`config.mk`:
```
export PLATFORM = sky130hd
export DESIGN_NAME = regression_accumulator
export DESIGN_NICKNAME = d
export VERILOG_FILES = /design/src/rtl/regression_accumulator.sv
export SDC_FILE = /design/constraint.sdc
export NUM_CORES = 1
export LEC_CHECK = 0
export CAP_MARGIN = 20
export CORE_UTILIZATION = 53
export DETAILED_ROUTE_END_ITERATION = 7
export PLACE_DENSITY = 0.76
export SLEW_MARGIN = 0
export SYNTH_ARGS = -nofsm -noshare
export SYNTH_HDL_FRONTEND = slang
export SYNTH_SLANG_ARGS = --single-unit
```
`constraint.sdc`:
```
create_clock -name clk -period 5.2 [get_ports clk]
set_clock_uncertainty 0.15 [all_clocks]
set_input_delay 0.78 -clock clk [delete_from_list [all_inputs] [get_ports clk]]
set_output_delay 0.78 -clock clk [all_outputs]
set_load 0.01 [all_outputs]
```
`src/rtl/regression_accumulator.sv`:
```
// Accumulates sum_x, sum_y, sum_xy and sum_xx over up to MAX_PAIRS (x,y) pairs read from a sample memory.
// Latency: done pulses 3*count+1 cycles after start is accepted, or 1 cycle after when count is 0.
// Backpressure: none; start is accepted only in IDLE, and sums hold after done until the next start.
module regression_accumulator #(
    parameter int MAX_PAIRS = 32
) (
    input  logic        clk,
    input  logic        rst,
    input  logic        start,
    input  logic [5:0]  n_pairs,
    output logic [5:0]  mem_addr,
    output logic        mem_wr,
    input  logic [7:0]  mem_out,
    output logic [12:0] sum_x,
    output logic [12:0] sum_y,
    output logic [20:0] sum_xy,
    output logic [20:0] sum_xx,
    output logic        busy,
    output logic        done
);

    typedef enum logic [2:0] {
        IDLE,
        FETCH_X,
        FETCH_Y,
        ACC,
        DONE
    } state_t;

    localparam logic [5:0] MAX_CNT = 6'(MAX_PAIRS);

    state_t      state;
    state_t      next_state;
    logic [5:0]  count_q;
    logic [4:0]  k_q;
    logic [5:0]  addr_q;
    logic [7:0]  x_q;
    logic [5:0]  n_clamped;
    logic        last_pair;
    logic [15:0] prod_xy;
    logic [15:0] prod_xx;

    // The memory is read-only from this block.
    assign mem_wr    = 1'b0;

    assign n_clamped = (n_pairs > MAX_CNT) ? MAX_CNT : n_pairs;
    assign last_pair = ({1'b0, k_q} == (count_q - 6'd1));
    assign prod_xy   = 16'(x_q) * 16'(mem_out);
    assign prod_xx   = 16'(x_q) * 16'(x_q);

    // State register.
    always_ff @(posedge clk or posedge rst) begin
        if (rst) begin
            state <= IDLE;
        end else begin
            state <= next_state;
        end
    end

    // Next state, busy and read address; the address is held from addr_q outside the fetch states.
    always_comb begin
        next_state = state;
        busy       = 1'b0;
        mem_addr   = addr_q;
        case (state)
            IDLE: begin
                if (start) begin
                    next_state = (n_clamped == 6'd0) ? DONE : FETCH_X;
                end
            end
            FETCH_X: begin
                busy       = 1'b1;
                mem_addr   = {k_q, 1'b0};
                next_state = FETCH_Y;
            end
            FETCH_Y: begin
                busy       = 1'b1;
                mem_addr   = {k_q, 1'b1};
                next_state = ACC;
            end
            ACC: begin
                busy       = 1'b1;
                next_state = last_pair ? DONE : FETCH_X;
            end
            DONE: begin
                next_state = IDLE;
            end
            default: begin
                next_state = IDLE;
            end
        endcase
    end

    // Datapath: pair index, x capture, sums, held address and the done pulse.
    // done is registered off the DONE state, so it lands the cycle after DONE and the sums are already final.
    always_ff @(posedge clk or posedge rst) begin
        if (rst) begin
            count_q <= 6'd0;
            k_q     <= 5'd0;
            addr_q  <= 6'd0;
            x_q     <= 8'd0;
            sum_x   <= 13'd0;
            sum_y   <= 13'd0;
            sum_xy  <= 21'd0;
            sum_xx  <= 21'd0;
            done    <= 1'b0;
        end else begin
            done   <= (state == DONE);
            addr_q <= mem_addr;
            case (state)
                IDLE: begin
                    if (start) begin
                        count_q <= n_clamped;
                        k_q     <= 5'd0;
                        sum_x   <= 13'd0;
                        sum_y   <= 13'd0;
                        sum_xy  <= 21'd0;
                        sum_xx  <= 21'd0;
                    end
                end
                FETCH_Y: begin
                    x_q <= mem_out;
                end
                ACC: begin
                    sum_x  <= sum_x + {5'd0, x_q};
                    sum_y  <= sum_y + {5'd0, mem_out};
                    sum_xy <= sum_xy + {5'd0, prod_xy};
                    sum_xx <= sum_xx + {5'd0, prod_xx};
                    if (!last_pair) begin
                        k_q <= k_q + 5'd1;
                    end
                end
                default: begin
                end
            endcase
        end
    end

endmodule

```
==> results.json <==
{
  "antenna_left": 0,
  "hp-class": "reg2reg",
  "ys_seq_area_share_pct": 25.6,
  "fin_crit_ps": 5020,
  "fin_crit_sh_pct": 96.6,
  "cts.sinks": 97,
  "clk_latency_ps": 360,
  "drive_gt1_share_pct": 8.30,
  "insertedDiodeCount": 0,
  "crit_family": "adder cells",
  "fillers": 1456,
  "clk_pin_slew_worst_paths_ps": 70,
  "die_y_um": 136,
  "maxCapViolations": 0,
  "dieWidth_um": 136,
  "drtIter0Drc": 431,
  "yosys_warnings": 0,
  "ctsRootBufferMaster": "clkbuf_16",
  "yosysUniqueCellTypes": 50,
  "viasPerCell": 5.42,
  "crit_path_cell_trace": "buf_4 -> and2_1 -> fa_1 -> ha_1 -> ha_1 -> inv_1 -> fa_1 -> inv_1 -> ha_1 -> fa_1 -> a211oi_1 -> o21ai_0 -> o2111a_1 -> o32ai_1 -> xor2_1 -> o21ai_0",
  "synthCells": 1044,
  "grt_max_degree": 71,
  "start_util_pct": 54.5,
  "worst_path_max_delay_cell": "fa_1",
  "vias": 7550,
  "track_usage_pct": 25.2,
  "rr_endpoint": "sum_xx[17]",
  "core_sq_mm": 0.0174,
  "outcome": "finished, final reports clean",
  "ys.flop_type": "dfrtp_1",
  "final_cell_mix": "inv_1, nand2_1, ha_1",
  "syn_to_final_growth_pct": 18.9,
  "hold_path_depth": 1,
  "synth_area_sq_mm": 0.00949,
  "cts_tree": "done",
  "finalHoldViolations": 0,
  "htree_levels": 3,
  "hold_end": "sum_x[12]",
  "critical_path_arrival_ps": 5120,
  "final_common_cell": "inv_1",
  "avgSynthCellArea_sq_um": 9.09,
  "r2r_slack_ps": 180,
  "crit_path_start_kind": "register",
  "slew-limit-headroom_pct": 29.3,
  "place.gp.congestion": 0.926,
  "rows": 48,
  "routed_wl_um": 21500,
  "dp_hpwl_um": 15900,
  "worstPathRequired_ps": 5290,
  "async_reset_ff_share_pct": 100,
  "worstPathMaxFanout": 7,
  "placed_cell_area_sq_mm": 0.0109,
  "critPathKind": "reg2reg",
  "fin_tns_setup_ps": 0,
  "setup-violations-final": 0,
  "synth-edff-count": 0,
  "numPortBuffers": 92,
  "first_pass_iters": 5,
  "endpoint_kind": "register",
  "ff2ff_path_depth": 16,
  "routedWlPerCell_um": 15.4,
  "max_freq_ghz": 0.199,
  "grt_pass1_vias": 7387,
  "dieArea_sq_mm": 0.0184,
  "drcViolationCount": 0,
  "finalHoldWorstSlack_ps": 330,
  "cts_buffers": 9,
  "regArea_sq_mm": 0.00243,
  "worst_slew_pin_slew_ps": 1060,
  "antenna_found_initial": 0,
  "rsz0062_at_grt": "no",
  "regToRegStartpoint": "x_q[2]",
  "multi_input_area_sq_mm": 0.00629,
  "fin_nets": 1370,
  "grt_first_pass_wirelength_um": 36100,
  "min-delay-start": "sum_x[12]",
  "path_buf_inv": 3,
  "stdcell_area_sq_mm": 0.0113,
  "drv_slew": 0,
  "syn-num-nets": 1251,
  "overflow": 0,
  "io_pins": 94,
  "slowest_delay_ps": 530,
  "cts_buffer_depth": 2,
  "cts_hold_buffers": 0,
  "yosys_register_bits": 97
}
## through the flow
step           utilization (%)  worst slack [ps]  std cells
2_1_floorplan                -               211       1044
3_3_place_gp              62.8              -499       1375
3_5_place_dp              62.8              -566       1375
4_1_cts                   64.5              11.6       1391
5_1_grt                   64.8              9.12       1393
6_report                  64.8               177       1393
## layout make-up
type	instances	share of cell area (%)
clock buffers	11	2.06
clock inverters	5	0.566
inverters	176	5.88
multi-input cells	735	55.7
flip-flops and latches	97	21.6
well taps	225	2.50
repair buffers	144	11.7
## synth_stat cells, drive strengths merged (10+ instances only)
master,instances,area [sq um]
a21o,17,128
a21oi,29,145
and2,58,363
clkbuf,28,105
dfrtp,97,2430
fa,89,1780
ha,101,1260
inv,176,661
mux2,14,158
mux2i,14,140
nand2,147,552
nand3,19,95.1
nor2,29,111
nor3,10,50.1
o211ai,10,75.1
o21ai,57,285
o22ai,10,62.6
o31ai,10,88.8
xnor2,19,166
xor2,31,279
## how the worst max path moves through the flow
| stage | from | end | slack, ps | cells after the start |
|---|---|---|---|---|
| after floorplan | mem_out[1] | sum_xy[17] | 210 | 16 |
| after global placement | mem_out[1] | sum_xy[17] | -500 | 16 |
| after detailed placement | mem_out[1] | sum_xy[17] | -570 | 16 |
| after CTS | mem_out[7] | sum_xy[20] | 10 | 16 |
| after global routing | x_q[2] | sum_xx[17] | 9 | 16 |
| final | x_q[2] | sum_xx[17] | 180 | 16 |
## metal layers
| metal | global-route usage, % | part of all wire [%] | up-vias |
|---|---|---|---|
| li1 | - | - | 3623 |
| met1 | 34.3 | 45 | 3707 |
| met2 | 40.7 | 48 | 189 |
| met3 | 4.56 | 5.4 | 31 |
| met4 | 7.68 | 1.9 | 0 |
| met5 | 0 | 0 | - |
## registers in the layout (all words and copies together), names as in the netlist, 5 cells and up
| signal | count |
|---|---|
| k_q | 5 |
| addr_q | 6 |
| sum_xy | 21 |
| sum_y | 13 |
| count_q | 6 |
| x_q | 8 |
| sum_x | 13 |
| sum_xx | 21 |
## cells by family after synthesis
kind of cell	count (synthesis)	synth area share (%)
AOI/OAI and AO/OA	172	11.6
muxes	28	3.14
DFF	97	25.6
adders and majority gates	190	32.1
buffers and inverters	212	8.45
and+or+nand+nor	294	14.4
xor gates and xnor gates	50	4.69
other	1	0.0395
## repair_timing
item / CTS / global route
resized for setup: 10 / 15
endpoints found under the setup margin: 7 / 15
buffers inserted: 0 / 1
Power is not shown: default switching activity piles up to over one toggle a cycle in this logic, so the estimate is an artifact.
